--- src/rtl/dma_region_guard.sv ---
// dma_region_guard: DMA access monitor for hardware-protected memory regions.
// Checks every DMA cycle against up to four inclusive address windows. Each
// window is either no-access or write-protect. A violation raises the
// registered kill request `reset` and holds it for at least KILL_MIN+1
// cycles. Release happens only once the CPU sits at the reset handler.
// Optional macro DMA_GUARD_LOG_EN builds a sticky violation log and a
// saturating violation counter. Without it, the log outputs are tied to zero.
module dma_region_guard #(
    parameter int unsigned NREGIONS      = 2,
    parameter logic [63:0] REGION_BASE   = {16'h0000, 16'h0000, 16'h9000, 16'hA000},
    parameter logic [63:0] REGION_LAST   = {16'h0000, 16'h0000, 16'h901E, 16'hAFFF},
    parameter logic [3:0]  REGION_WO     = 4'b0010,
    parameter logic [15:0] RESET_HANDLER = 16'h0000,
    parameter int unsigned KILL_MIN      = 4
) (
    input  logic        clk,
    input  logic        puc_rst,
    input  logic [15:0] pc,
    input  logic [15:0] dma_addr,
    input  logic        dma_en,
    input  logic        dma_we,
    output logic        reset,
    output logic        viol_valid,
    output logic [1:0]  viol_region,
    output logic [15:0] viol_addr,
    output logic [7:0]  viol_count
);

    localparam logic [3:0] KMIN = 4'(KILL_MIN);

    typedef enum logic {RUN, KILL} state_t;

    state_t     state;
    logic [3:0] kill_cnt;
    logic [3:0] hit;
    logic       viol;

    // Per-region window match; slots at or above NREGIONS never hit
    always_comb begin
        hit = '0;
        for (int unsigned i = 0; i < 4; i++) begin
            if (i < NREGIONS) begin
                hit[i] = dma_en
                      && (dma_addr >= REGION_BASE[16*i +: 16])
                      && (dma_addr <= REGION_LAST[16*i +: 16])
                      && (!REGION_WO[i] || dma_we);
            end
        end
        viol = |hit;
    end

    // Kill FSM: reset output is registered from the next state
    always_ff @(posedge clk) begin
        if (puc_rst) begin
            state    <= KILL;
            kill_cnt <= KMIN;
            reset    <= 1'b1;
        end else begin
            case (state)
                RUN: begin
                    if (viol) begin
                        state    <= KILL;
                        kill_cnt <= '0;
                        reset    <= 1'b1;
                    end else begin
                        reset    <= 1'b0;
                    end
                end
                default: begin
                    if (viol) begin
                        kill_cnt <= '0;
                        reset    <= 1'b1;
                    end else if (kill_cnt == KMIN && pc == RESET_HANDLER) begin
                        state    <= RUN;
                        reset    <= 1'b0;
                    end else begin
                        if (kill_cnt != KMIN) kill_cnt <= kill_cnt + 4'd1;
                        reset    <= 1'b1;
                    end
                end
            endcase
        end
    end

`ifdef DMA_GUARD_LOG_EN
    logic [1:0] hit_idx;

    // Lowest-index hit wins when windows overlap
    always_comb begin
        hit_idx = '0;
        for (int unsigned i = 4; i > 0; i--) begin
            if (hit[i-1]) hit_idx = 2'(i - 1);
        end
    end

    // Sticky log: captured only on RUN->KILL, so hold restarts are not logged
    always_ff @(posedge clk) begin
        if (puc_rst) begin
            viol_valid  <= 1'b0;
            viol_region <= '0;
            viol_addr   <= '0;
            viol_count  <= '0;
        end else if (state == RUN && viol) begin
            viol_valid  <= 1'b1;
            viol_region <= hit_idx;
            viol_addr   <= dma_addr;
            if (viol_count != 8'hFF) viol_count <= viol_count + 8'd1;
        end
    end
`else
    assign viol_valid  = 1'b0;
    assign viol_region = '0;
    assign viol_addr   = '0;
    assign viol_count  = '0;
`endif

endmodule

--- config.mk ---
export PLATFORM = sky130hd
export DESIGN_NAME = dma_region_guard
export DESIGN_NICKNAME = d
export VERILOG_FILES = /design/src/rtl/dma_region_guard.sv
export SDC_FILE = /design/constraint.sdc
export NUM_CORES = 1
export LEC_CHECK = 0
export BUFFER_PORTS_ARGS = -buffer_cell sky130_fd_sc_hd__buf_2
export CAP_MARGIN = 20
export CORE_MARGIN = 8
export CORE_UTILIZATION = 33
export DETAILED_ROUTE_END_ITERATION = 10
export GPL_ROUTABILITY_DRIVEN = 0
export GPL_TIMING_DRIVEN = 0
export MAX_ROUTING_LAYER = met4
export PLACE_DENSITY = 0.83
export SYNTH_ARGS = -nofsm -noshare
export SYNTH_HDL_FRONTEND = slang
export SYNTH_SLANG_ARGS = --single-unit
--- constraint.sdc ---
create_clock -name clk -period 1.5 [get_ports clk]
set_clock_uncertainty 0.05 [all_clocks]
set_input_delay 0.075 -clock clk [delete_from_list [all_inputs] [get_ports clk]]
set_output_delay 0.075 -clock clk [all_outputs]
set_load 0.02 [all_outputs]
==> results list, run 1 <==
* Number of buffers between clock root and the deepest sink: 2
- Of the total synthesized cell area, the portion taken by XOR and XNOR cells is 0.03118.
- Subtracting the final worst setup slack from the clock period gives 1.288 ns.
- The number of global-route vias before repair was 662.
- Fin. max-slew vios: 0
- For flop-to-flop paths, the worst setup slack is 0.21 ns.
- The number of clock buffers added by TritonCTS is 3.
- Flip-flop and latch count after synthesis: 5
- At the worst endpoint, the arrival time is roughly 1.4 ns.
- Setup repair after global routing left no endpoint under its margin.
- Of the total synthesized cell area, the portion taken by full adders, half adders and majority gates is 0.04454.
- The initial utilization of the core area, before any placement, comes to 0.3363.
* Total clock sinks: 5
- Static timing analysis puts the maximum clock frequency at 0.7764 GHz.
* Outcome: completed
- Once detail routing completed, the nets flagged for antenna violations numbered 0.
- For this design, the slowest cell found on the critical path is sky130_fd_sc_hd__dfxtp_1.
- Worst hold endpoint: state
- Cell Rows: 15
- In this run the critical register-to-register path is launched from kill_cnt[0].
- Number of inserted filler cells in the final layout: between 150 and 200
* Cells traversed along the worst timing path: inv_1 > ha_1 > nand3b_1 > nand2_1 > xnor2_1 > nor2_1
- Routed wire per std cell: 10.56 µm
* Final cell count without fillers: 156
- At the worst endpoint, the required time is roughly 1.6 ns.
- Largest net degree at the start of global routing: 8
- The worst register-to-register path has a depth of 6.
* Router iterations before antenna repair: 4
- Worst-case vdd ir drop: 0.3140 mV
- Summed over all layers, the global routing overflow is 0.
- Hold Startpoint: pc[8]
- Vias per inst: 3.968
* Detailed-placement wirelength estimate: 1.497 mm
- In the final timing run, aggregate negative setup slack is 0 ns.
- CTS built an H-tree with a depth of 1.
- Clock-pin slew was measured on the worst setup and hold paths at around 0.04 ns.
- Endpoint of the worst register-to-register path: kill_cnt[0]
- Dividing the synthesized area by the synthesized cell count gives 7.803 µm².
- The number of antenna diodes in the final layout is 0.
- In the routed design, unresolved DRC markers number 0.
- Fraction of final layout cells with drive strength greater than 1: 0.4964
* First-pass GRT wire length: 2.656 mm
* Number of instances in the synthesized netlist: 72
- In the finished design, the share of the clock period the worst path needs comes to 0.8586.
- Worst slack at placement: 0.2225 ns
- Count of pins on the block boundary: 64
- The fraction of the mapped netlist area in compound gates came to 0.08463.
* Post-synthesis share of cell area spent on and, or, nand and nor gates: 0.2739
- The min-delay analysis places its worst path in the category in -> reg.
* Worst Setup Path Type: reg -> reg
- Across every metal layer, demand over resource in global routing totals 0.1016.
- Insertion delay of the later-clocked pin in the worst-skew pair: about 0.24 ns
* Post-synthesis cell type count: 25
- Worst path setup slack after routing: 0.2120 ns
- DRC marker count from the first detailed-route iteration: 7
- Setup violations remaining at the end of the flow were counted as 0.
* Lkg Pwr: 0.5361 nW
- Launching element type of the critical path: flip-flop
* Sequential cell area fraction in the yosys report: 0.1782
- Net total in the final layout: 178
* Count of synthesis-stage warnings from yosys: 0
* Count of cells along the worst hold path: 5
* Die extent in x: between 50 and 60 µm
* Crit path max fanout: 3
* Fraction of the core area covered by cells at the end of the flow: 0.5371
- By area, the combinational part of the netlist is dominated by buffers and inverters.
- The die covers roughly 3300 µm².
- CTS placed an instance of sky130_fd_sc_hd__clkbuf_4 at the clock tree root.
- The final layout contains routed wiring with a total length of ~1.6 mm.
- Area growth, synth to finish: 59.69%
- Portion of netlist area occupied by mux cells: 0
* Number of hold violations in the final report: 0
- In this run the vertical extent of the chip is approximately 57 µm.
* Placeable core region: 1670 µm²
* Cell area power density: about 650 nW/µm²
- In this run the tool buffered the top-level ports with 36 buffer cells.
- Number of antenna violations at the first check in global routing: 0
- The mapped netlist covers 561.8 µm².
* Clock tree from TritonCTS: done
- On the worst path, the slowest cell contributes a delay of 0.33 ns.
- The worst setup path is captured at a flip-flop.
* Power Total: 0.5862 mW
- Max-cap violation count: 0
- Total number of vias: 619
- Count of placed standard cells including taps: about 150
==> report_power, final <==
group          internal, mW  switching (mW)  total (mW)
combinational         0.126           0.150       0.276
clock                 0.100          0.0526       0.153
sequential            0.148         0.00932       0.157
total                 0.374           0.212       0.586
==> logic make-up (layout without fill, tap and decap cells) <==
family | after synthesis | count (layout)
xor gates and xnor gates | 2 | 2
adders and majority gates | 2 | 2
and+or+nand+nor | 25 | 25
other | 1 | 27
buffers and inverters | 30 | 71
DFF | 5 | 5
AOI/OAI and AO/OA | 7 | 7
==> critical path, delay by kind of cell, from the launching register on <==
| family | cells | cell delay, ns |
|---|---|---|
| flops | 1 | 0.33 |
| simple gates | 3 | 0.31 |
| fa+ha+maj | 1 | 0.22 |
| xor+xnor | 1 | 0.19 |
| buf+inv | 1 | 0.08 |
==> per-layer routing <==
layer	track usage	wire length [µm]	vias up
met2	0.1997	996	28
met1	0.08122	546	263
met5	-	0	-
li1	-	-	326
met3	0.02018	86	2
met4	0.07143	19	0
==> cells in the final DEF, fill, tap and decap left out, drive strengths merged, types with 2 or more instances in the layout <==
cell    instances
a21oi           2
buf            63
clkbuf          4
conb           27
dfxtp           5
ha              2
inv             3
nand2           5
nand3           4
nand3b          2
nor2            3
nor4            5
o21ai           2
==> registers in the layout, summed over array words and instances (netlist names) <==
register	cells
state	1
kill_cnt	4
==> worst max path at each step <==
stage	from	slack (ns)	depth (start not counted)	endpoint
finish	kill_cnt[0]	0.21	6	kill_cnt[0]
floorplan	kill_cnt[0]	0.36	6	kill_cnt[0]
global route	kill_cnt[0]	0.13	6	kill_cnt[0]
detailed placement	kill_cnt[0]	0.22	6	kill_cnt[0]
global placement	kill_cnt[0]	0.29	6	kill_cnt[0]
CTS	kill_cnt[0]	0.20	6	kill_cnt[0]
==> final cells by class <==
class | count | area [µm²] | share of cell area
inverter | 3 | 11.26 | 0.01255
tap | 17 | 21.27 | 0.02371
multi-input combinational | 63 | 345.3 | 0.3849
clock buffer | 4 | 26.28 | 0.02929
sequential | 5 | 100.1 | 0.1116
buffer | 27 | 202.7 | 0.2259
timing repair buffer | 37 | 190.2 | 0.2120
==> repair_timing <==
action	4_1_cts	5_1_grt
buffers inserted	0	0
hold buffers	1	0
endpoints found under the hold margin	1	0
gates resized for setup	0	0
==> synthesized netlist by cell type, drive strengths merged <==
cell / instances / area share
buf: 27 / 0.36
xor2: 1 / 0.016
nand4b: 1 / 0.016
nand4: 1 / 0.011
nor4b: 1 / 0.027
o21bai: 1 / 0.013
and3b: 1 / 0.016
o21ai: 2 / 0.024
nand3: 4 / 0.036
nand2: 5 / 0.033
a21oi: 2 / 0.018
dfxtp: 5 / 0.18
nor2: 3 / 0.020
nor4: 5 / 0.067
ha: 2 / 0.045
and3: 1 / 0.011
nand3b: 2 / 0.027
conb: 1 / 0.0067
xnor2: 1 / 0.016
inv: 3 / 0.020
nor2b: 1 / 0.011
a21o: 1 / 0.013
o2111ai: 1 / 0.016
==> metrics by stage <==
stage               area, µm²  hold slack (ns)
global placement        860.8           0.2307
CTS                     897.1           0.1159
finish                  897.1           0.1150
floorplan               659.4           0.1318
global route            897.1           0.1522
detailed placement      860.8           0.2356
Note: power is estimated with default switching activity, not from simulation.
==> run 2, diff against run 1 <==
Settings changed: CELL_PAD_IN_SITES_DETAIL_PLACEMENT set to 0, CELL_PAD_IN_SITES_GLOBAL_PLACEMENT set to 1, CORE_UTILIZATION 33 to 20, PLACE_DENSITY 0.83 to 0.81.
==> run 2 against run 1 <==
Sequential share of layout area down 0.21 points. Non-clock buffer count is the same. Via count decreased by 1.5%. Wire length is 2.9% higher. Setup slack worse by 0.023 ns. Global-route usage is 3.3 points lower. Register-to-register slack lost 0.02 ns. Worst hold slack worse by 0.014 ns.
==> results list, run 2 (synthesized netlist as in run 1, its figures left out) <==
* Cells traversed along the worst timing path: inv_1 > ha_1 > nand3b_1 > nand2_1 > xnor2_1 > nor2_1
* Largest regs: kill_cnt: 4 flops, state: 1 flops
* Cell count of the worst reg-to-reg path: 6
* Die Footprint: 4761 µm²
- Dividing the final minimum period by the clock period gives 0.8741.
- The longest clock path from root to sink contains 2 buffers.
- Delay of the slowest cell on the worst path: approximately 0.35 ns
- Cell Rows: 19
- Hold crit path type: in -> reg
- In this run, post-CTS repair resized a total of 0 instances.
- The worst register-to-register path ends at kill_cnt[0].
* Largest net degree at the start of global routing: 8
- The clock drives 5 sinks.
- Post-Place Cell Area: 878.3 µm²
* Final Setup Violations: 0
- Final routed wirelength across all metal layers: 1.695 mm
* Number of buffer cells added on primary ports: 36
* Total Negative Setup Slacks: 0 ns
* Routed wire per std cell: 9.971 µm
* Total number of vias: 610
- In this design, the largest share of critical-path delay is due to flip-flops.
- The number of antenna violations at the first check in global routing was 0.
- Initial core utilization: 0.2073
- Count of pins on the block boundary: 64
- For this run, the post-layout net count is 178.
- Summed over all layers, the global routing overflow is 0.
- The repair_antennas step left the layout with diodes totalling 0.
- Max FFs per register: 4
- R2R Path Start: kill_cnt[0]
- Fin. max-slew vios: 0
* Worst hold slack: ~0.10 ns
- After clock tree synthesis, the clock-pin slew on the worst setup and hold paths is roughly 0.050 ns.
* First-pass GRT wire length: 2.760 mm
- Post-route DRC violation count: 0
* Count of cells along the worst hold path: 5
* Source of the critical timing path: kill_cnt[0]
- Of the cells placed in the final design, the portion with a size suffix greater than 1 is 0.4964.
- Post-layout min period: between 1 and 1.5 ns
- Derived from the worst setup path, the maximum achievable clock frequency is 0.7627 GHz.
* Router iterations before antenna repair: 2
- CTS Root Cell: sky130_fd_sc_hd__clkbuf_4
* Most frequent cells in the layout: sky130_fd_sc_hd__buf_2 (36), sky130_fd_sc_hd__buf_4 (27), sky130_fd_sc_hd__conb_1 (27)
* Total buffers and inverters traversed by the critical path: 1
* Area growth, synth to finish: 62.81%
- For this run, the share of the core covered by cells in the final layout is 0.3375.
* Vias per inst: 3.588
* Crit path max fanout: 3
- TritonCTS built the clock tree.
- The die is 69 µm wide.
- Number of inserted filler cells in the final layout: 300
- The worst setup path is of the reg -> reg kind.
- Lkg Pwr: 0.5361 nW
* DRC marker count from the first detailed-route iteration: 7
* Post-route cell area: 914.6 µm²
* CP required: 1.59 ns
- Register containing the most flip-flops in the final layout: kill_cnt
- STA classifies the critical path startpoint as a flip-flop.
* Number of hold violations in the final report: 0
* Hold Startpoint: pc[14]
* Type of destination of the critical path: flip-flop
* Number of global-route vias before repair: 689
* RSZ-0062 raised after global routing: false
- H-tree levels: 1
* Number of nets with antenna violations after detailed routing: 0
* Crit-path slowest cell: sky130_fd_sc_hd__dfxtp_1
* Insertion delay of the later-clocked pin in the worst-skew pair: 0.25 ns
* Overall die height: between 60 and 70 µm
- Critical path arrival: approximately 1.4 ns
- Power spread over the standard cell area amounts to 650.8 nW/µm².
- The tool flagged a number of max-cap violations equal to 0.
* Most frequent standard cell in the layout excluding fill and tap cells: sky130_fd_sc_hd__buf_2
* Worst-case vdd ir drop: 0.3271 mV
* Worst R2R Setup Slack: 0.19 ns
- Placeable core region: approximately 2700 µm²
* Gr usage total: 0.06905
* Worst hold endpoint: state
- Clock buffers created by TritonCTS: 3
- The run finished with clean final reports.
## run 2: timing repair
action,in CTS,in global routing
buffers inserted,0,0
hold buffers,1,0
hold endpoints to repair,1,0
## run 2: worst reg2reg max path, cell delays in order, from the launching register on
cell	delay, ns
sky130_fd_sc_hd__dfxtp_1	0.35
sky130_fd_sc_hd__inv_1	0.09
sky130_fd_sc_hd__ha_1	0.23
sky130_fd_sc_hd__nand3b_1	0.15
sky130_fd_sc_hd__nand2_1	0.12
sky130_fd_sc_hd__xnor2_1	0.16
sky130_fd_sc_hd__nor2_1	0.05
## run 2: area by class of cell
type	instances	area (µm²)	area share
multi-input cells	63	345.3	0.3776
well taps	31	38.79	0.04241
plain buffers	27	202.7	0.2216
flip-flops and latches	5	100.1	0.1094
inverters	3	11.26	0.01231
repair buffers	37	190.2	0.2079
clock buffers	4	26.28	0.02873
## run 2: report_power, final
part           internal (mW)  switching, mW
Combinational          0.126          0.149
Sequential             0.148         0.0121
Clock                  0.101         0.0593
Total                  0.375          0.220
## run 2: how the worst max path moves through the flow
stage                     slack, ns     endpoint  cells past startpoint
after detailed placement       0.24  kill_cnt[0]                      6
after CTS                      0.22  kill_cnt[0]                      6
after floorplan                0.36  kill_cnt[0]                      6
final                          0.19  kill_cnt[0]                      6
after global routing           0.10  kill_cnt[0]                      6
after global placement         0.28  kill_cnt[0]                      6
## run 2: routing by layer
layer / track usage / part of all wire / vias to the layer above
li1: - / - / 328
met1: 0.07544 / 0.45 / 246
met2: 0.1086 / 0.50 / 34
met3: 0.007153 / 0.031 / 2
met4: 0.06150 / 0.015 / 0
met5: - / 0 / -
## run 2: metrics by stage
stage / setup WS, ns / total power, mW / cells
6_report: 0.1888 / 0.5952 / 170
5_1_grt: 0.1014 / 0.6406 / 170
4_1_cts: 0.2156 / 0.5951 / 170
3_5_place_dp: 0.2366 / 0.4263 / 165
3_3_place_gp: 0.2767 / 0.4180 / 165
2_1_floorplan: 0.3550 / 0.3588 / 98
